===== config.mk =====
export PLATFORM = sky130hd
export DESIGN_NAME = act_pwl_unit
export DESIGN_NICKNAME = d
export VERILOG_FILES = /design/src/rtl/act_pwl_unit.sv
export SDC_FILE = /design/constraint.sdc
export NUM_CORES = 2
export LEC_CHECK = 0
export CAP_MARGIN = 5
export CORE_ASPECT_RATIO = 0.7
export CORE_MARGIN = 2
export CORE_UTILIZATION = 45
export CTS_CLUSTER_SIZE = 30
export DETAILED_ROUTE_END_ITERATION = 7
export GPL_ROUTABILITY_DRIVEN = 0
export SLEW_MARGIN = 5
export SYNTH_ARGS = -nofsm -noshare
export SYNTH_HDL_FRONTEND = slang
export SYNTH_SLANG_ARGS = --single-unit

===== constraint.sdc =====
create_clock -name clk -period 6 [get_ports clk]
set_clock_uncertainty 0.1 [all_clocks]
set_input_delay 1.5 -clock clk [delete_from_list [all_inputs] [get_ports clk]]
set_output_delay 1.5 -clock clk [all_outputs]
set_load 0.05 [all_outputs]

===== src/rtl/act_pwl_unit.sv =====
// act_pwl_unit: two-stage bypass / ReLU / piecewise-linear activation
// Ports: clk, rst_n, in/out lane buses with per-lane valid, cfg write/commit, cfg_busy.
module act_pwl_unit #(
  parameter int BUS_NUM          = 16,
  parameter int FIXED_DATA_WIDTH = 8,
  parameter int SLOPE_FRAC       = 4,
  parameter int SEG_NUM          = 4,
  parameter int CFG_ADDR_WIDTH   = 8
) (
  input  logic                                clk,
  input  logic                                rst_n,
  input  logic [BUS_NUM*FIXED_DATA_WIDTH-1:0] in_fixed_data,
  input  logic [BUS_NUM-1:0]                  in_fixed_data_vld,
  input  logic                                cfg_wr_en,
  input  logic [CFG_ADDR_WIDTH-1:0]           cfg_addr,
  input  logic [FIXED_DATA_WIDTH-1:0]         cfg_wdata,
  input  logic                                cfg_commit,
  output logic                                cfg_busy,
  output logic [BUS_NUM*FIXED_DATA_WIDTH-1:0] out_fixed_data,
  output logic [BUS_NUM-1:0]                  out_fixed_data_vld
);

  localparam int W  = FIXED_DATA_WIDTH;
  localparam int SW = (SEG_NUM > 2) ? $clog2(SEG_NUM) : 1;
  localparam int MAXV = 2**(W-1) - 1;
  localparam int MINV = -(2**(W-1));
  localparam logic signed [2*W:0] RMAX = (2*W+1)'(MAXV);
  localparam logic signed [2*W:0] RMIN = (2*W+1)'(MINV);

  localparam logic [0:0] IDLE    = 1'b0;
  localparam logic [0:0] PENDING = 1'b1;

  typedef logic signed [W-1:0] dat_t;

  dat_t       sh_bp [SEG_NUM-1];
  dat_t       sh_sl [SEG_NUM];
  dat_t       sh_ic [SEG_NUM];
  logic [1:0] sh_mode;

  dat_t       nx_bp [SEG_NUM-1];
  dat_t       nx_sl [SEG_NUM];
  dat_t       nx_ic [SEG_NUM];
  logic [1:0] nx_mode;

  dat_t       ac_bp [SEG_NUM-1];
  dat_t       ac_sl [SEG_NUM];
  dat_t       ac_ic [SEG_NUM];
  logic [1:0] ac_mode;

  logic [0:0] state;
  logic       swap;

  // Shadow table as it stands after this cycle's write, so a
  // write landing on the swap edge is part of the copy.
  always_comb begin
    nx_bp   = sh_bp;
    nx_sl   = sh_sl;
    nx_ic   = sh_ic;
    nx_mode = sh_mode;
    if (cfg_wr_en) begin
      for (int k = 0; k < SEG_NUM-1; k++)
        if (cfg_addr == CFG_ADDR_WIDTH'(k))
          nx_bp[k] = cfg_wdata;
      for (int s = 0; s < SEG_NUM; s++) begin
        if (cfg_addr == CFG_ADDR_WIDTH'(SEG_NUM-1+s))
          nx_sl[s] = cfg_wdata;
        if (cfg_addr == CFG_ADDR_WIDTH'(2*SEG_NUM-1+s))
          nx_ic[s] = cfg_wdata;
      end
      if (cfg_addr == CFG_ADDR_WIDTH'(3*SEG_NUM-1))
        nx_mode = cfg_wdata[1:0];
    end
  end

  assign swap = (in_fixed_data_vld == '0) &&
                ((state == PENDING) || cfg_commit);
  assign cfg_busy = (state == PENDING);

  always_ff @(posedge clk or negedge rst_n) begin
    if (!rst_n) begin
      for (int k = 0; k < SEG_NUM-1; k++) begin
        sh_bp[k] <= '0;
        ac_bp[k] <= '0;
      end
      for (int s = 0; s < SEG_NUM; s++) begin
        sh_sl[s] <= '0;
        sh_ic[s] <= '0;
        ac_sl[s] <= '0;
        ac_ic[s] <= '0;
      end
      sh_mode <= '0;
      ac_mode <= '0;
      state   <= IDLE;
    end else begin
      sh_bp   <= nx_bp;
      sh_sl   <= nx_sl;
      sh_ic   <= nx_ic;
      sh_mode <= nx_mode;
      if (swap) begin
        ac_bp   <= nx_bp;
        ac_sl   <= nx_sl;
        ac_ic   <= nx_ic;
        ac_mode <= nx_mode;
        state   <= IDLE;
      end else if (cfg_commit) begin
        state <= PENDING;
      end
    end
  end

  dat_t          sel_sl [BUS_NUM];
  dat_t          sel_ic [BUS_NUM];
  dat_t          s1_x   [BUS_NUM];
  dat_t          s1_sl  [BUS_NUM];
  dat_t          s1_ic  [BUS_NUM];
  logic [BUS_NUM-1:0] s1_vld;
  logic [1:0]    s1_mode;

  // Segment index counts breakpoints at or below x, so an
  // unsorted table still gives a defined result.
  always_comb begin
    logic [SW-1:0] seg;
    dat_t          x;
    for (int i = 0; i < BUS_NUM; i++) begin
      x   = in_fixed_data[i*W +: W];
      seg = '0;
      for (int k = 0; k < SEG_NUM-1; k++)
        if (ac_bp[k] <= x)
          seg = seg + SW'(1);
      sel_sl[i] = ac_sl[seg];
      sel_ic[i] = ac_ic[seg];
    end
  end

  always_ff @(posedge clk or negedge rst_n) begin
    if (!rst_n) begin
      for (int i = 0; i < BUS_NUM; i++) begin
        s1_x[i]  <= '0;
        s1_sl[i] <= '0;
        s1_ic[i] <= '0;
      end
      s1_vld  <= '0;
      s1_mode <= '0;
    end else begin
      for (int i = 0; i < BUS_NUM; i++) begin
        s1_x[i]  <= in_fixed_data[i*W +: W];
        s1_sl[i] <= sel_sl[i];
        s1_ic[i] <= sel_ic[i];
      end
      s1_vld  <= in_fixed_data_vld;
      s1_mode <= ac_mode;
    end
  end

  dat_t res [BUS_NUM];

  always_comb begin
    logic signed [2*W-1:0] p;
    logic signed [2*W-1:0] q;
    logic signed [2*W:0]   r;
    for (int i = 0; i < BUS_NUM; i++) begin
      p = (2*W)'(s1_x[i]) * (2*W)'(s1_sl[i]);
      q = p >>> SLOPE_FRAC;
      r = (2*W+1)'(q) + (2*W+1)'(s1_ic[i]);
      case (s1_mode)
        2'd1:    res[i] = s1_x[i][W-1] ? '0 : s1_x[i];
        2'd2: begin
          if (r > RMAX)      res[i] = dat_t'(MAXV);
          else if (r < RMIN) res[i] = dat_t'(MINV);
          else               res[i] = r[W-1:0];
        end
        default: res[i] = s1_x[i];
      endcase
      if (!s1_vld[i])
        res[i] = '0;
    end
  end

  always_ff @(posedge clk or negedge rst_n) begin
    if (!rst_n) begin
      out_fixed_data     <= '0;
      out_fixed_data_vld <= '0;
    end else begin
      for (int i = 0; i < BUS_NUM; i++)
        out_fixed_data[i*W +: W] <= res[i];
      out_fixed_data_vld <= s1_vld;
    end
  end

endmodule


Yosys cells after proc, flatten, opt, wreduce, memory -nomap -nowiden
Cells that the tools add are included.
{ "word_totals": {"inputBits": 164, "romBits": 0, "wordCells": 513, "memories": 0, "register_bits": 727, "ram_bits": 0, "latch_bits": 0, "output_inout_bits": 145} }
{ "classes": {"shifts": 0, "order_cmp": 96, "eq_ne": 13, "add_sub_neg": 48, "n_mux": 242, "n_div": 0, "bitwise_logic": 16, "n_reduce_logical": 5, "n_mul": 16} }
{ "ops": {"columns": ["op", "n"], "rows": [
  ["8-bit two-way mux", 123],
  ["8-bit binary-select mux with 2-bit select", 32],
  ["8-bit less-or-equal comparator", 48],
  ["8-bit by 8-bit multiplier with 16-bit output", 16],
  ["8-bit one-hot mux with 2 select lines", 16],
  ["12-bit by 8-bit adder with 13-bit output", 16],
  ["13-bit by 8-bit > comparator with 1-bit output, second input constant", 16],
  ["13-bit by 8-bit < comparator with 1-bit output, second input constant", 16],
  ["7-bit two-way mux", 16],
  ["2-bit two-way mux", 34],
  ["2-bit by 1-bit adder with 2-bit output, second input constant", 32],
  ["32-bit two-way mux", 2],
  ["3-bit greater-or-equal comparator, second input constant", 16],
  ["2-bit NOT with 3-bit output", 16],
  ["8-bit by 3-bit == test with 1-bit output, second input constant", 4],
  ["8-bit by 4-bit == test with 1-bit output, second input constant", 4],
  ["24-bit two-way mux", 1],
  ["1-bit two-way mux", 18],
  ["8-bit by 2-bit == test with 1-bit output, second input constant", 2],
  ["16-bit zero test", 1],
  ["8-bit by 1-bit == test with 1-bit output, second input constant", 1],
  ["8-bit zero test", 1],
  ["2-bit by 1-bit == test with 1-bit output, second input constant", 1],
  ["2-bit == test, second input constant", 1],
  ["other kinds (3)", 3]
]} }

Depth between registers and ports, before layout
{ "logic_depth": {"depth_word": 10, "depth_mapped": 30} }

Worst setup path after synthesis
No wires, ideal clock.
{ "synth_path": {"path_kind": "register to register", "startpoint": "register s1_x[125] (netlist bit)", "endpoint": "register out_fixed_data[2]", "path_stages_with_launch": 25, "path_buffers": 1, "path_slack_ps": -397, "period_less_slack_ps": 6397, "setup_ps": 133, "t_arrival_ps": 6164, "cell_sequence": "dfrtp_1 > clkbuf_1 > and2_1 > fa_1 > inv_1 > fa_1 > inv_1 > fa_1 > fa_1 > ha_1 > nor2b_1 > o21a_1 > o311a_1 > o21a_1 > o21ai_1 > nor2b_1 > xnor2_1 > ha_1 > a21o_1 > or4b_1 > a21oi_1 > o21ai_0 > o31ai_1 > a21boi_1 > o31ai_1"} }
{ "synth_lines": {"columns": ["element", "line_no", "source"], "rows": [
  ["start: declaration", "113", "dat_t s1_x [BUS_NUM];"],
  ["start signal: indexed assignment", "146", "s1_x[i] <= in_fixed_data[i*W +: W];"],
  ["end signal: indexed assignment", "185", "out_fixed_data[i*W +: W] <= res[i];"],
  ["end: declaration", "19", "output logic [BUS_NUM*FIXED_DATA_WIDTH-1:0] out_fixed_data,"]
]} }

==> run summary <==
status - finished, violations left
violated checks - negative setup slack
die width - 553 um
DR WL met3 - 28600 um
Routed WL per cell - 23.2 um
via count - 76.4k
root buf cell - clkbuf_16
CTS tree - yes
Post-synth EDFFs - 0
Post-Syn Nets - 11.8k
die height - 388 um
pre-CTS setup slack - -559 ps
Syn Inst Count - 9642
met2 WL - 133000 um
largest net degree at the start of global routing - 123
layout cells sized above 1 - 0.234
HP Class - reg2reg
ys flop type - dfrtp_1
required time of the worst setup path - 6480 ps
Distinct cells, synth - 86
minimum clock period - 6370 ps
Routed Antenna Nets - 0
post-DP HPWL - 238000 um
Fmax achieved - 157 MHz
via count of the first global-routing pass - 78.2k
WS Path Type - reg2reg
CTS Buf Count - 88
I/O Pins - 309
initial antenna violation count - 25
CP Max Fanout - 7
CP endpoint kind - flip-flop
clk buf depth - 3
PortBufs - 308
DRC Markers - 0
Worst EP arrival - 6850 ps
Row Count - 141
Max Cap Viol - 0
first-pass GRT wire length - 476000 um
Final Setup Violations - 98
Via density - 5.63
Die Footprint - 215000 um2
DR iter-0 viols - 6814
met1 WL - 141000 um
post-route setup TNS - -17890 ps
fin worst setup slack - -370 ps
GRT Overall Usage - 0.290
fin. max-slew vios - 0
Rel. slew slack - 0.0997
placed insts - 13.3k
top sig layer - met5
yosys warns - 0
syn avg cell area - 9.85 um2
Post-synth ARST share - 1.00
core area - 210000 um2
sequential fraction of the synthesis area - 0.191
final period utilization - 1.06
Reg clk slew, reported paths - 60 ps
Core Util, Final - 0.548
Final Non-Filler Cells - 13.6k
P per Cell Area - 241 nW/um2
Leakage - 57.9 nW
area of the mapped netlist - 95000 um2
Layout area overhead - 21.3%
RSZ-0062 raised after global routing - yes
final wirelength - 314000 um
Sink Count - 727
drt pass-1 iters - 6
most frequent cells in the layout - 1496 x inv_1, 1016 x buf_4, 971 x ha_1, 860 x fa_1, 676 x mux2i_1
final hold vios - 0
worst-skew pair later-pin latency - 720 ps
commonest non-fill, non-tap cell in the layout - inv_1
Initial Utilization - 0.451
Layout fillers - 18.2k
startpoint types - flip-flop
Yosys reg bits - 727
total gr overflow - 0
Max VDD drop - 0.699 mV
H-tree levels - 3
worst-margin pin slew - 1350 ps
Net count, final - 12.8k
-- state kept, by name, summed over array words and instances, names as in the netlist --
| signal | count |
|---|---|
| ac_bp | 24 |
| ac_ic | 32 |
| ac_mode | 2 |
| ac_sl | 32 |
| cfg_busy | 1 |
| out_fixed_data | 128 |
| out_fixed_data_vld | 16 |
| s1_ic | 128 |
| s1_mode | 2 |
| s1_sl | 128 |
| s1_vld | 16 |
| s1_x | 128 |
| sh_bp | 24 |
| sh_ic | 32 |
| sh_mode | 2 |
| sh_sl | 32 |
-- metal layers --
metal,GRT usage,vias up
met5,0,-
met4,0.0986,12
met3,0.0639,595
met2,0.429,2812
met1,0.417,38500
li1,-,34400
-- area by class of cell --
type	count	area, um2	share of cell area
sequential	727	18300	0.159
antenna	5	12.5	0.000109
clock inverter	51	614	0.00533
timing repair buffer	1394	11600	0.101
inverter	1558	5850	0.0507
tap	2788	3490	0.0303
clock buffer	108	2420	0.0210
multi-input combinational	6944	73000	0.633
-- synth_stat cells, types with 131 or more instances --
master,count,area share
clkbuf_1,379,0.015
ha_1,1074,0.14
mux2i_1,677,0.071
nor2_1,342,0.014
nor2b_1,251,0.017
and2_1,675,0.044
o21a_1,131,0.010
fa_1,880,0.19
a21oi_1,351,0.018
mux4_2,200,0.047
mux2_2,313,0.037
a21o_1,149,0.012
o21ai_0,131,0.0069
dfrtp_1,727,0.19
xnor2_1,342,0.032
nand2_1,317,0.013
inv_1,1549,0.061
-- final timing paths --
path,depth (start not counted),end,slack (ps),startpoint
max,24,out_fixed_data[85],-370,s1_sl[41]
min,0,s1_mode[0],270,ac_mode[0]
max reg2reg,24,out_fixed_data[85],-370,s1_sl[41]
min reg2reg,0,s1_mode[0],270,ac_mode[0]
max in group asynchronous,2,s1_x[74],3750,rst_n
min in group asynchronous,1,out_fixed_data[95],670,rst_n
-- report_power, final --
| part | leakage [nW] | internal [mW] | switching, mW |
|---|---|---|---|
| combinational | 47.0 | 7.97 | 8.76 |
| clock | 1.47 | 3.28 | 2.50 |
| sequential | 9.43 | 5.10 | 0.213 |
| total | 57.9 | 16.4 | 11.5 |
-- worst max-delay path, stage by stage, from the launching register on --
cell and delay (ps):
dfrtp_2 440, and2_4 160, fa_1 510, inv_1 60, fa_1 500, inv_1 60, fa_1 540, fa_1 450
ha_4 250, nor2b_4 120, o21a_1 180, o311a_1 320, o21a_1 210, o21a_1 200, nor2_2 140, xnor2_2 150
ha_1 270, nand2_1 100, o21ai_2 70, a41oi_2 190, xnor2_1 110, or4_1 480, o21a_2 250, nor2b_4 140
a221o_1 270
-- metrics by stage --
stage / area (um2) / power (mW) / hold slack (ps)
floorplan: 95300 / 14.3 / 250
global placement: 108000 / 18.4 / 258
detailed placement: 108000 / 18.7 / 259
CTS: 113000 / 25.7 / 272
global route: 115000 / 29.6 / 279
finish: 115000 / 27.8 / 272
-- logic make-up (layout without fill, tap and decap cells) --
family	Yosys count	in the layout	synth area share
simple gates	2059	2059	0.117
buf+inv	1971	3111	0.0782
xor+xnor	412	412	0.0380
flops	727	727	0.191
compound gates	1328	1328	0.0926
mux	1191	1191	0.156
fa+ha+maj	1954	1954	0.327
other cells	0	5	0
-- what timing repair did --
item                       CTS  global route
buffers inserted            86            81
hold buffers                 0             0
resized for setup          357           461
pin swaps                  212           312
setup endpoints to repair  120           127
(Power assumes the default switching activity.)
